==> src/rtl/keypad_pkg.sv <==
// keypad_pkg: shared types and helpers for the decimal keypad front-end
package keypad_pkg;
  localparam int KEY_W = 10;
  typedef enum logic [1:0] {IDLE, DEB_PRESS, PRESSED, DEB_RELEASE} key_state_t;
  function automatic logic is_onehot(input logic [KEY_W-1:0] vec);
    return vec != '0 && (vec & (vec - KEY_W'(1))) == '0;
  endfunction
endpackage

==> src/rtl/bit_synchronizer.sv <==
// bit_synchronizer: STAGES-deep flop chain bringing asynchronous lines into clk
module bit_synchronizer #(
  parameter int WIDTH  = 1,
  parameter int STAGES = 2
) (
  input  logic             clk,
  input  logic             rst,
  input  logic [WIDTH-1:0] d,
  output logic [WIDTH-1:0] q
);
  logic [STAGES-1:0][WIDTH-1:0] chain;
  always_ff @(posedge clk)
    if (rst) chain <= '0;
    else chain <= {chain[STAGES-2:0], d};
  assign q = chain[STAGES-1];
endmodule

==> src/rtl/decimal_key_debouncer.sv <==
// decimal_key_debouncer: synchronise, debounce and single-key-filter the decimal keypad
module decimal_key_debouncer
  import keypad_pkg::*;
#(
  parameter int NUM_KEYS        = KEY_W,
  parameter int SYNC_STAGES     = 2,
  parameter int DEBOUNCE_CYCLES = 20000
) (
  input  logic                clk,
  input  logic                rst,
  input  logic [NUM_KEYS-1:0] key_raw,
  output logic [NUM_KEYS-1:0] key_onehot,
  output logic                key_valid,
  output logic                key_held,
  output logic                key_error
);
  localparam int CW = $clog2(DEBOUNCE_CYCLES + 1);
  localparam logic [CW-1:0] LAST = CW'(DEBOUNCE_CYCLES - 1);
  logic [NUM_KEYS-1:0] sync, cand;
  logic [CW-1:0] cnt;
  key_state_t state;
  bit_synchronizer #(.WIDTH(NUM_KEYS), .STAGES(SYNC_STAGES)) u_sync (
    .clk(clk), .rst(rst), .d(key_raw), .q(sync)
  );
  // The counter only ever reaches LAST; leaving the debounce state is what stops it.
  always_ff @(posedge clk)
    if (rst) begin
      state      <= IDLE;
      cnt        <= '0;
      cand       <= '0;
      key_onehot <= '0;
      key_valid  <= 1'b0;
      key_error  <= 1'b0;
      key_held   <= 1'b0;
    end else begin
      key_valid <= 1'b0;
      key_error <= 1'b0;
      case (state)
        IDLE:
          if (sync != '0) begin
            cand  <= sync;
            cnt   <= '0;
            state <= DEB_PRESS;
          end
        DEB_PRESS:
          if (sync != cand) state <= IDLE;
          else if (cnt == LAST) begin
            state <= PRESSED;
            if (is_onehot(cand)) begin
              key_onehot <= cand;
              key_valid  <= 1'b1;
              key_held   <= 1'b1;
            end else key_error <= 1'b1;
          end else cnt <= cnt + CW'(1);
        PRESSED:
          if (sync == '0) begin
            cnt   <= '0;
            state <= DEB_RELEASE;
          end
        DEB_RELEASE:
          if (sync != '0) state <= PRESSED;
          else if (cnt == LAST) begin
            state      <= IDLE;
            key_onehot <= '0;
            key_held   <= 1'b0;
          end else cnt <= cnt + CW'(1);
        default: state <= IDLE;
      endcase
    end
endmodule
==> config.mk <==
export PLATFORM = sky130hd
export DESIGN_NAME = decimal_key_debouncer
export DESIGN_NICKNAME = d
export VERILOG_FILES = /design/src/rtl/keypad_pkg.sv /design/src/rtl/bit_synchronizer.sv /design/src/rtl/decimal_key_debouncer.sv
export SDC_FILE = /design/constraint.sdc
export NUM_CORES = 1
export LEC_CHECK = 0
export ABC_AREA = 1
export BUFFER_PORTS_ARGS = -buffer_cell sky130_fd_sc_hd__buf_4
export CORE_MARGIN = 2
export CORE_UTILIZATION = 40
export DETAILED_ROUTE_END_ITERATION = 16
export GPL_ROUTABILITY_DRIVEN = 0
export PLACE_DENSITY_LB_ADDON = 0.2
export SYNTH_ARGS = -nofsm -noshare
export SYNTH_HDL_FRONTEND = slang
export SYNTH_SLANG_ARGS = --single-unit
==> constraint.sdc <==
create_clock -name clk -period 2.1 [get_ports clk]
set_clock_uncertainty 0.15 [all_clocks]
set_input_delay 0.105 -clock clk [delete_from_list [all_inputs] [get_ports clk]]
set_output_delay 0.105 -clock clk [all_outputs]
set_load 0.02 [all_outputs]
==> run metrics, run 1 <==
commonest non-fill, non-tap cells in the layout=89 x nand2_1, 58 x nor2_1, 57 x dfxtp_1; FF-to-FF Start=cnt[0]; Setup crit end kind=register; clock root buffer=clkbuf_8; sequential-to-total area share from yosys stat=42.9%; hold path depth=4; vias in the first global route=~2200; dpl hpwl=4050 um; Hold Startpoint=rst; GRT busiest layer=met2; worst r2r path cells=10; Die Span Y=87.7 um; layout cell share with drive strength beyond 1=19.9%; minimum clock period=1920 ps; largest net degree at the start of global routing=50; PnR Total Power=2.73 mW; CTS tree=done; Core Region=6790 um2; grt met2 use=24.9%; Clock Latency Late Sink=between 300 and 400 ps; row cnt=30; Tcrit/Tclk final=91.4%; Worst Hold Path EP=cnt[0]; WS Path Type=register to register; I/O pin cnt=25; clock sinks=60; Worst EP required=around 2200 ps; Via density=~4.5; # port buffers=24; max-slew violations=0; GRT met1 Usage=about 22%; Netlist Area Pre-Place=2800 um2; non-filler cells, final=548; Die W=87.7 um; met3 Usage GRT=3.68%; Synth Instances=396; status=finished, final reports clean; Inst Count DP=519; reg2reg setup slack=180 ps; CTS max path bufs=2; vias=2484; top_reg_cell synth=dfxtp_1; total track usage=16.6%; Nets=460; routed len/inst=10.7 um; Final Cell Area=3510 um2; CTS clk-pin slew, worst paths=70 ps; Synth Register Bits=60; Fin. Hold Viols=0; Initial Util=slightly above 40%; drc violations=0; post-synthesis average cell area=7.07 um2; relative max-transition margin=67.1%; RR Endpoint=key_onehot[5]; setup violators final=0; Overflow after GRT=0; area grow syn2layout=25.4%; cts bufs inserted=9; CP Launch Type=register; Routed Antenna Nets=0; Post-synth EDFFs=0; max-cap check violation count=0; most common cell after layout, fill and taps aside=nand2_1; drt first pass iters=4; Fmax=~0.52 GHz; Finished Core Util=51.7%; global-route wire length before repair=9800 um; YS warnings=0; post-synthesis cell type count=30; PwrDens=777 nW/um2; initial antenna violation count=0; CP max FO=11; Synth Net Count=409; Peak VDD IR=350 uV; Worst Path Arrival=1980 ps; crit path from=cnt[0]; H-tree depth=3; initial drt markers=approximately 130; antenna cells=0; worst hold path class=input pin to register; P_leak=1.47 nW; actual slew at the worst max-slew pin=494 ps; Post-synth ARST share=0%; setup TNS=0 ps; final WL=5870 um; die footprint=7690 um2; Placed Instance Area=3160 um2
==> registers in the layout (all words and copies together), names as in the netlist <==
register and cells:
key_error 1, cand 10, key_held 1, u_sync.chain 10
key_valid 1, cnt 15, u_sync.q 10, key_onehot 10
state 2
==> where the power goes <==
part	switching (mW)	internal, mW
clock	0.497	0.470
sequential	0.0413	1.19
combinational	0.323	0.207
total	0.861	1.87
==> kinds of logic (layout without fill, tap and decap cells) <==
logic type / after synthesis / in the layout / share of synthesized area, %
adder cells (fa/ha/maj): 1 / 1 / 0.447
XOR/XNOR: 16 / 16 / 5.00
AND/OR/NAND/NOR: 204 / 204 / 32.9
flip-flops: 60 / 60 / 42.9
AO/OA/AOI/OAI: 51 / 51 / 9.38
buffers and inverters: 64 / 120 / 9.38
==> worst max path at each step <==
stage	to	cells past startpoint	slack [ps]
CTS	key_onehot[2]	10	20
global route	key_onehot[9]	10	-0.3
finish	key_onehot[5]	10	180
detailed placement	cnt[10]	9	-20
floorplan	key_onehot[2]	11	250
global placement	key_onehot[3]	10	20
==> through the flow <==
step           hold slack, ps  worst slack [ps]
3_5_place_dp              161             -18.1
6_report                 23.8               181
4_1_cts                  37.3              17.1
2_1_floorplan            62.0               250
3_3_place_gp              154              22.5
5_1_grt                  62.7            -0.283
==> worst max-delay path: stages (launching register included) <==
cell	delay [ps]
dfxtp_2	380
ha_1	170
nand2_1	70
inv_2	70
nand2_4	60
nor4_4	250
nand2_2	170
nor2_4	160
nand2_2	150
nand2_1	90
a21oi_1	60
==> routing by layer <==
metal	up-vias	part of all wire, %	wire, um
li1	1355	-	-
met1	1080	52	3060
met2	41	43	2500
met3	8	3.2	187
met4	0	2.0	119
met5	-	0	0
==> synthesized netlist by cell type, types with 3 or more instances <==
cell type / number / area (um2)
nand2_2: 3 / 18.8
clkbuf_1: 8 / 30.0
nor3_1: 3 / 15.0
nor2_2: 3 / 18.8
xor2_1: 11 / 96.3
inv_2: 3 / 11.3
a21oi_1: 38 / 190
buf_2: 3 / 15.0
o21ai_0: 9 / 45.0
nand2_1: 90 / 338
xnor2_1: 5 / 43.8
nand3_1: 14 / 70.1
nand4_1: 18 / 113
dfxtp_1: 60 / 1200
nor2_1: 63 / 236
inv_1: 46 / 173
==> final cells by class <==
class,instances,area (um2)
timing repair buffer,55,442
sequential,60,1200
fill,689,3280
inverter,49,184
tap,96,120
clock buffer,10,138
multi-input combinational,272,1380
clock inverter,6,47.5
==> timing repair <==
action	in CTS	in global routing
gates resized for setup	1	13
hold buffers	10	0
cloned	0	0
endpoints found under the setup margin	11	26
endpoints found under the hold margin	10	0
pin swaps	0	3
setup buffers	0	3
No activity file was read; power rests on OpenSTA's default activity.
==> inputs of run 2 (changes only) <==
SYNTH_HIERARCHICAL = 1   (was unset)
==> run 2 against run 1 <==
Against the previous run:
- setup slack hardly changed
- sequential share of layout area is 0.19 points higher
- largest cell class unchanged
- synthesized cell count is 5.3% higher
- hold slack better by 10 ps
- sequential power hardly changed
- largest power group is now clock
- fmax hardly changed
- design area is 0.75% lower
==> run metrics, run 2 <==
RSZ-0062 raised after global routing=false; final WL=6100 um; P_leak=1.39 nW; post-synthesis cell type count=30; dpl hpwl=4320 um; routed len/inst=between 10 and 15 um; Synth Register Bits=60; initial antenna violation count=0; worst hold path class=input pin to register; Hold Startpoint=rst; initial drt markers=135; Reg power frac=42.3%; reg2reg setup slack=180 ps; PwrDens=between 800 and 900 nW/um2; CTS max path bufs=2; sequential-to-total area share from yosys stat=40.6%; area grow syn2layout=17.8%; worst r2r path cells=12; drt first pass iters=4; hold path depth=2; Die Span Y=90.0 um; P_int=2.16 mW; sw power=0.745 mW; Post-synth EDFFs=0; Worst Hold Path EP=cnt[8]; Synth top area share=approximately two fifths; commonest non-fill, non-tap cells in the layout=100 x nand2_1, 67 x nor2_1, 59 x dfxtp_1; YS warnings=6; Peak VDD IR=309 uV; max reg flops=15; Post-synth top cells=100 x nand2_1, 68 x nor2_1, 60 x dfxtp_1, 40 x inv_1, 28 x a21oi_1; Routed Antenna Nets=0; FF-to-FF Start=cnt[0]; total track usage=16.0%; Core Region=7210 um2; Synth Net Count=430; post-synthesis compound-gate area fraction=10.0%; minimum clock period=1920 ps; WS Path Type=register to register; global-route wire length before repair=roughly 11000 um; row cnt=31; top_reg_cell synth=dfxtp_1; Tcrit/Tclk final=91.4%; FILL cells=759; antenna cells=0; Setup WS post-layout=181 ps; Overflow after GRT=0; Initial Util=slightly above 40%; most common cell in the netlist=nand2_1; layout cell share with drive strength beyond 1=17.9%; vias in the first global route=2329; status=finished, final reports clean; Final Cell Area=~3500 um2; CP Launch Type=register; H-tree depth=3; vias=2538; Clock power frac=44.4%; Post-Synth Simple-Gate Area=32.7%; RR Endpoint=cnt[0]; actual slew at the worst max-slew pin=448 ps; Worst Path Arrival=2030 ps; Synth Instances=~420; drc violations=0; cts bufs inserted=9; # port buffers=24; Combinational Power Share=13.3%; post-synthesis xor/xnor area fraction=4.14%; clock root buffer=clkbuf_8; die footprint=8100 um2; Hold WS=34.0 ps; Netlist Area Pre-Place=2960 um2; Die W=about 90 um; setup TNS=0 ps; Clock Latency Late Sink=340 ps; Via density=4.66; Fin. Hold Viols=0; setup violators final=0; worst slack, placed=127 ps; max-slew violations=0; CTS clk-pin slew, worst paths=70 ps; main combinational cell family by area after synthesis=simple AND/OR/NAND/NOR gates; Setup crit end kind=register; Post-synth ARST share=0%; I/O pin cnt=25; post-synthesis average cell area=7.10 um2; Worst EP required=around 2200 ps; Area contributors post-synth=dfxtp_1 41%, nand2_1 13%, nor2_1 8.6%; post-CTS setup buffer count=0; largest net degree at the start of global routing=39; CP max FO=17; area share of fa/ha/maj cells after synthesis=0.423%; Nets=approximately 450; mux cell area share after synthesis=0%; area leader, netlist=dfxtp_1; CTS tree=done; Fmax=roughly 0.52 GHz; Placed Instance Area=between 3000 and 4000 um2; clock sinks=60; Biggest register=cnt; relative max-transition margin=70.1%; Net Sw Frac=25.6%; most common cell after layout, fill and taps aside=nand2_1; max-cap check violation count=0
## run 2: changes by cell type after synthesis, moves of 3 or more
cell / delta
buf_4: +12
buf_6: +3
inv_1: -6
o21ai_0: -7
a21oi_1: -10
nor2_1: +5
nand4_1: -3
nor2_2: +6
a21oi_2: +10
a211oi_1: +5
nand2_1: +10
## run 2: cell type report
| class | count | area, um2 | share of cell area, % |
|---|---|---|---|
| Clock buffer | 12 | 155 | 4.45 |
| Clock inverter | 4 | 95.1 | 2.73 |
| Inverter | 47 | 181 | 5.21 |
| Multi-Input combinational cell | 285 | 1420 | 40.6 |
| Sequential cell | 60 | 1200 | 34.5 |
| Tap cell | 99 | 124 | 3.55 |
| Timing Repair Buffer | 38 | 310 | 8.90 |
## run 2: per-layer routing
metal | GRT usage (%) | wire length (um)
met4 | 8.33 | 133
met5 | 0 | 0
met1 | 20.7 | 3000
met3 | 3.60 | 210
met2 | 25.1 | 2750
## run 2: worst max-delay path by stage
stage,from,endpoint
global route,cand[5],cnt[0]
CTS,cnt[0],cnt[0]
floorplan,cnt[0],cnt[8]
detailed placement,cnt[0],cnt[8]
global placement,cnt[0],cnt[8]
finish,cnt[0],cnt[0]
## run 2: critical path, stage by stage, from the launching register on
cell,delay [ps]
dfxtp_2,340
ha_1,210
inv_2,100
nor2_4,50
nand2_2,90
nor2_1,50
nand2_1,110
nor2_2,60
nor2_4,190
nand2_8,130
inv_4,160
nand2_1,70
a21oi_1,140
## run 2: power groups by stage
stage	combinational (mW)	sequential (mW)	clock [mW]
6_report	0.386	1.23	1.29
3_5_place_dp	0.371	1.25	0
5_1_grt	0.440	1.23	1.37
3_3_place_gp	0.365	1.25	0
2_1_floorplan	0.339	1.23	0
4_1_cts	0.387	1.23	1.32
## run 2: stage by stage
| step | power [mW] | instances | utilization (%) |
|---|---|---|---|
| floorplan | 1.57 | 417 | - |
| global placement | 1.62 | 519 | 43.2 |
| detailed placement | 1.62 | 519 | 43.2 |
| CTS | 2.93 | 545 | 48.0 |
| global route | 3.04 | 545 | 48.3 |
| finish | 2.91 | 545 | 48.3 |
## run 2: cells by family (layout without fill, tap and decap cells)
kind of cell / after synthesis / in the layout
simple gates: 221 / 221
buf+inv: 72 / 101
flops: 60 / 60
compound gates: 49 / 49
xor+xnor: 14 / 14
fa+ha+maj: 1 / 1
## run 2: what timing repair did
item,CTS,global route
hold buffers,10,0
endpoints found under the setup margin,0,22
hold endpoints to repair,10,0
gates resized for setup,0,5
